<file path="src/rtl/keypad_emulator.sv">
// keypad_emulator: replays queued key commands onto a scanned key matrix.
// Rows are driven combinationally from the scanner's column strobes.
module keypad_emulator #(
    parameter int COLS       = 3,
    parameter int ROWS       = 3,
    parameter int HOLD_W     = 16,
    parameter int FIFO_DEPTH = 4,
    parameter int GAP_CYCLES = 8,
    localparam int KEY_W     = $clog2(ROWS * COLS)
) (
    input  logic              clk,
    input  logic              rst_n,
    input  logic              cmd_valid,
    output logic              cmd_ready,
    input  logic [KEY_W-1:0]  cmd_key,
    input  logic [HOLD_W-1:0] cmd_hold,
    input  logic [COLS-1:0]   column,
    output logic [ROWS-1:0]   row,
    output logic              press_active,
    output logic              key_done,
    output logic              cmd_err,
    output logic              busy
);

    localparam int PW   = $clog2(FIFO_DEPTH);
    localparam int CNTW = PW + 1;
    localparam int GW   = $clog2(GAP_CYCLES + 1);
    localparam logic [KEY_W:0] NKEYS = (KEY_W + 1)'(ROWS * COLS);

    typedef enum logic [1:0] {
        IDLE,
        PRESS,
        RELEASE
    } state_t;

    state_t state, state_n;

    logic [KEY_W-1:0]  fifo_key  [FIFO_DEPTH];
    logic [HOLD_W-1:0] fifo_hold [FIFO_DEPTH];
    logic [PW-1:0]     wr_ptr, rd_ptr;
    logic [CNTW-1:0]   count;

    logic              full, key_ok, push, pop;
    logic [HOLD_W-1:0] cnt, cnt_n;
    logic [GW-1:0]     gap, gap_n;
    logic [KEY_W-1:0]  krow, kcol;
    logic              done_n;
    logic              col_hit;

    assign full      = (count == CNTW'(FIFO_DEPTH));
    assign cmd_ready = rst_n && !full;
    assign key_ok    = ({1'b0, cmd_key} < NKEYS);
    assign push      = cmd_valid && cmd_ready && key_ok;

    // Command FIFO storage, pointers, occupancy and range-error pulse.
    always_ff @(posedge clk) begin
        if (!rst_n) begin
            wr_ptr  <= '0;
            rd_ptr  <= '0;
            count   <= '0;
            cmd_err <= 1'b0;
        end else begin
            cmd_err <= cmd_valid && cmd_ready && !key_ok;
            if (push) begin
                fifo_key[wr_ptr]  <= cmd_key;
                fifo_hold[wr_ptr] <= cmd_hold;
                wr_ptr            <= wr_ptr + 1'b1;
            end
            if (pop) begin
                rd_ptr <= rd_ptr + 1'b1;
            end
            if (push && !pop) begin
                count <= count + CNTW'(1);
            end else if (pop && !push) begin
                count <= count - CNTW'(1);
            end
        end
    end

    // Replay FSM registers plus the key decoded at pop time.
    always_ff @(posedge clk) begin
        if (!rst_n) begin
            state    <= IDLE;
            cnt      <= '0;
            gap      <= '0;
            krow     <= '0;
            kcol     <= '0;
            key_done <= 1'b0;
        end else begin
            state    <= state_n;
            cnt      <= cnt_n;
            gap      <= gap_n;
            key_done <= done_n;
            if (pop) begin
                krow <= KEY_W'(fifo_key[rd_ptr] / COLS);
                kcol <= KEY_W'(fifo_key[rd_ptr] % COLS);
            end
        end
    end

    // Next-state logic: pop, press for the hold count, then a forced gap.
    always_comb begin
        state_n = state;
        cnt_n   = cnt;
        gap_n   = gap;
        pop     = 1'b0;
        done_n  = 1'b0;
        unique case (state)
            IDLE: begin
                if (count != '0) begin
                    pop     = 1'b1;
                    state_n = PRESS;
                    cnt_n   = (fifo_hold[rd_ptr] == '0) ? HOLD_W'(1)
                                                        : fifo_hold[rd_ptr];
                end
            end
            PRESS: begin
                cnt_n = cnt - HOLD_W'(1);
                if (cnt <= HOLD_W'(1)) begin
                    state_n = RELEASE;
                    done_n  = 1'b1;
                    gap_n   = GW'(GAP_CYCLES);
                end
            end
            RELEASE: begin
                gap_n = gap - GW'(1);
                if (gap <= GW'(1)) begin
                    state_n = IDLE;
                end
            end
            default: begin
                state_n = IDLE;
            end
        endcase
    end

    assign press_active = (state == PRESS);
    assign busy         = (count != '0) || (state != IDLE);
    assign col_hit      = |(column & (COLS'(1) << kcol));

    // Row returns follow the column strobes with no register in the path.
    always_comb begin
        row = '0;
        for (int r = 0; r < ROWS; r++) begin
            row[r] = press_active && (krow == KEY_W'(r)) && col_hit;
        end
    end

endmodule

</file>
<file path="config.mk">
export PLATFORM = sky130hd
export DESIGN_NAME = keypad_emulator
export DESIGN_NICKNAME = d
export VERILOG_FILES = /design/src/rtl/keypad_emulator.sv
export SDC_FILE = /design/constraint.sdc
export NUM_CORES = 1
export LEC_CHECK = 0
export CORE_MARGIN = 2
export CORE_UTILIZATION = 49
export CTS_CLUSTER_SIZE = 30
export DETAILED_ROUTE_END_ITERATION = 8
export GPL_TIMING_DRIVEN = 0
export HOLD_SLACK_MARGIN = 0.05
export PLACE_DENSITY_LB_ADDON = 0.3
export SKIP_CTS_REPAIR_TIMING = 1
export SYNTH_ARGS = -nofsm -noshare
export SYNTH_HDL_FRONTEND = slang
export SYNTH_SLANG_ARGS = --single-unit
</file>
<file path="constraint.sdc">
create_clock -name clk -period 7.16 [get_ports clk]
set_input_delay 0.716 -clock clk [delete_from_list [all_inputs] [get_ports clk]]
set_output_delay 0.716 -clock clk [all_outputs]
set_load 0.005 [all_outputs]
</file>
==> flow_metrics.tcl <==
set metrics [dict create \
    netlist_instances 393 \
    crit_path_end_kind "output port" \
    drv_slew 0 \
    dp_slack_ps 3490 \
    grt_start_max_net_pins 21 \
    synth_top_area_cell "edfxtp_1" \
    run_status "finished, final reports clean" \
    ir_worst_vdd_mv 0.163 \
    grt_busiest_layer "met2" \
    fin_ws_ps 3060 \
    ys_warn_count 0 \
    synth_common_cells "80 x edfxtp_1, 40 x dfxtp_1, 26 x nor2_1" \
    antenna_found_initial 0 \
    grt_setup_unrepaired "no" \
    die_w_um 108 \
    fmax_ghz 0.244 \
    syn-mean-instance-area_um2 13.4 \
    setup_viol 0 \
    insertion_delay_ps 520 \
    diodes 0 \
    num_vias 3388 \
    core_um2 10400 \
    crit_type "flop to output port" \
    drtIter0Drc 218 \
    fin_setup_tns_ps 0 \
    grtUsageMet2_pct 33.2 \
    ys_seq_elements 120 \
    area_growth_pct 20.0 \
    path_max_fanout 10 \
    cts_root_buf "clkbuf_8" \
    finalCritPeriodShare_pct 57.2 \
    fillerInstances 804 \
    grt_first_pass_wirelength_mm 17.4 \
    p_per_area_nw_per_um2 393 \
    crit_required_ps 6440 \
    grt_pass1_vias 3394 \
    synth.most_common_cell "edfxtp_1" \
    drc 0 \
    grt_util_met1_pct 25.9 \
    cts_tree "done" \
    worst_slew_pin_slew_ps 1120 \
    min_period_ps 4100 \
    utilization_pct 60.9 \
    dieHeight_um 108 \
    p_leak_nw 2.22 \
    dieArea_um2 11600 \
    wirelength_mm 10.8 \
    grt-ovfl-total 0 \
    synth_cell_type_count 56 \
    place_congestion 0.880 \
    routedWlPerCell_um 18.1 \
    yosys-top-cells-area "edfxtp_1 45%, dfxtp_1 15%, mux4_2 6.4%" \
    synth_top_area_share_pct 45.5 \
    htree_num_levels 4 \
    yosysSeqAreaShare_pct 60.6 \
    first_pass_iters 4 \
    ant_nets 0 \
    final_hold_viol_count 0 \
    grt_use_total_pct 20.2 \
    min_path_type "flop to flop" \
    synth_flop_cell "edfxtp_1" \
    whs_ps 463 \
    synth-edff-count 80 \
    syn-num-nets 433 \
    clock_path_buffers 2 \
    start_util_pct 50.7 \
    postSynth.asyncResetShare_pct 0 \
    drive_above_1_share_pct 12.7 \
    io_buffers 33 \
    fin_nets 485 \
    start_kind "flop" \
    cts_buffers 17 \
    ioPinCount 34 \
    hpwl_mm 7.10 \
    path_clk_slew_ps 60 \
    avgViaCountPerCell 5.70 \
    maxCapViolations 0 \
    r2r_slack_ps 3910 \
    final_area_um2 6340 \
    syn_area_um2 5280 \
    timing.slew.headroom_pct 25.4 \
    rows 37 \
    use_met3_pct 5.02 \
    worst-endpoint-arrival_ps 3380 \
    clock_skew_ps 15.0 \
    clock_sinks 120 \
    place_area_um2 5780 \
]
-- worst max-delay path, cell delays in order, from the launching register on --
cell and delay, ps:
dfxtp_1 300, clkbuf_1 190, nand2b_1 190, clkbuf_1 260, inv_2 130, clkbuf_1 420
o21ai_1 130, nor4_1 230, o311ai_1 210, nor3b_1 270, clkdlybuf4s50_1 540
-- final timing paths --
kind	from	cells past startpoint	endpoint
worst max-delay path	state[1]	10	row[2]
worst min-delay path	krow[2]	2	krow[2]
worst max register to register	flop	11	kcol[1]
worst min register to register	krow[2]	2	krow[2]
-- power breakdown --
part           internal, W  leakage (nW)  switching, W
logic             0.000352         0.893      0.000463
clock network     0.000469         0.276      0.000328
registers         0.000816          1.05     0.0000657
-- logic make-up (layout without fill, tap and decap cells) --
logic type      after synthesis  count (layout)  synth area share, %
buf+inv                      30              95                 2.58
compound gates               75              75                 9.31
simple gates                115             115                 11.9
mux                          23              23                 9.45
fa+ha+maj                    14              14                 3.46
xor+xnor                     16              16                 2.65
flops                       120             120                 60.6
-- layer usage --
metal	wire, um	up-vias
met2	5340	94
met3	628	11
met1	4690	1666
li1	-	1617
met4	99	0
met5	0	-
-- flip-flops by register name, summed over array words and instances, names as in the netlist, named ones only --
register   count
krow           3
cnt           16
rd_ptr         2
fifo_key      16
wr_ptr         2
count          3
cmd_err        1
state          2
gap            4
key_done       1
fifo_hold     64
kcol           4
-- layout by cell type (no fill, tap or decap), types with 6 or more instances in the layout --
cell              n
nor4_1            8
edfxtp_1         80
xor2_1            8
a21oi_1          23
nand2_1          21
clkbuf_16        16
and2_1           10
nand3_1           7
clkinv_4          6
nor2b_1          11
clkbuf_1         12
mux4_2           15
ha_1             13
inv_1            13
nor3_1           11
nor2_1           26
xnor2_1           8
clkdlybuf4s50_1  33
o21ai_0          19
dfxtp_1          40
-- layout make-up --
cell class,instances,area [um2],area share [%]
inverter,16,65.1,1.03
timing repair buffer,33,330,5.21
buffer,14,71.3,1.12
sequential,120,3200,50.5
multi-input combinational,243,1940,30.6
clock buffer,18,418,6.59
clock inverter,14,140,2.21
tap,136,170,2.68
-- metrics by stage --
step,std cells,power [W]
6_report,594,0.00249
5_1_grt,594,0.00264
4_1_cts,594,0.00250
3_5_place_dp,562,0.00170
3_3_place_gp,562,0.00167
2_1_floorplan,393,0.00148
(Power assumes the default switching activity.)
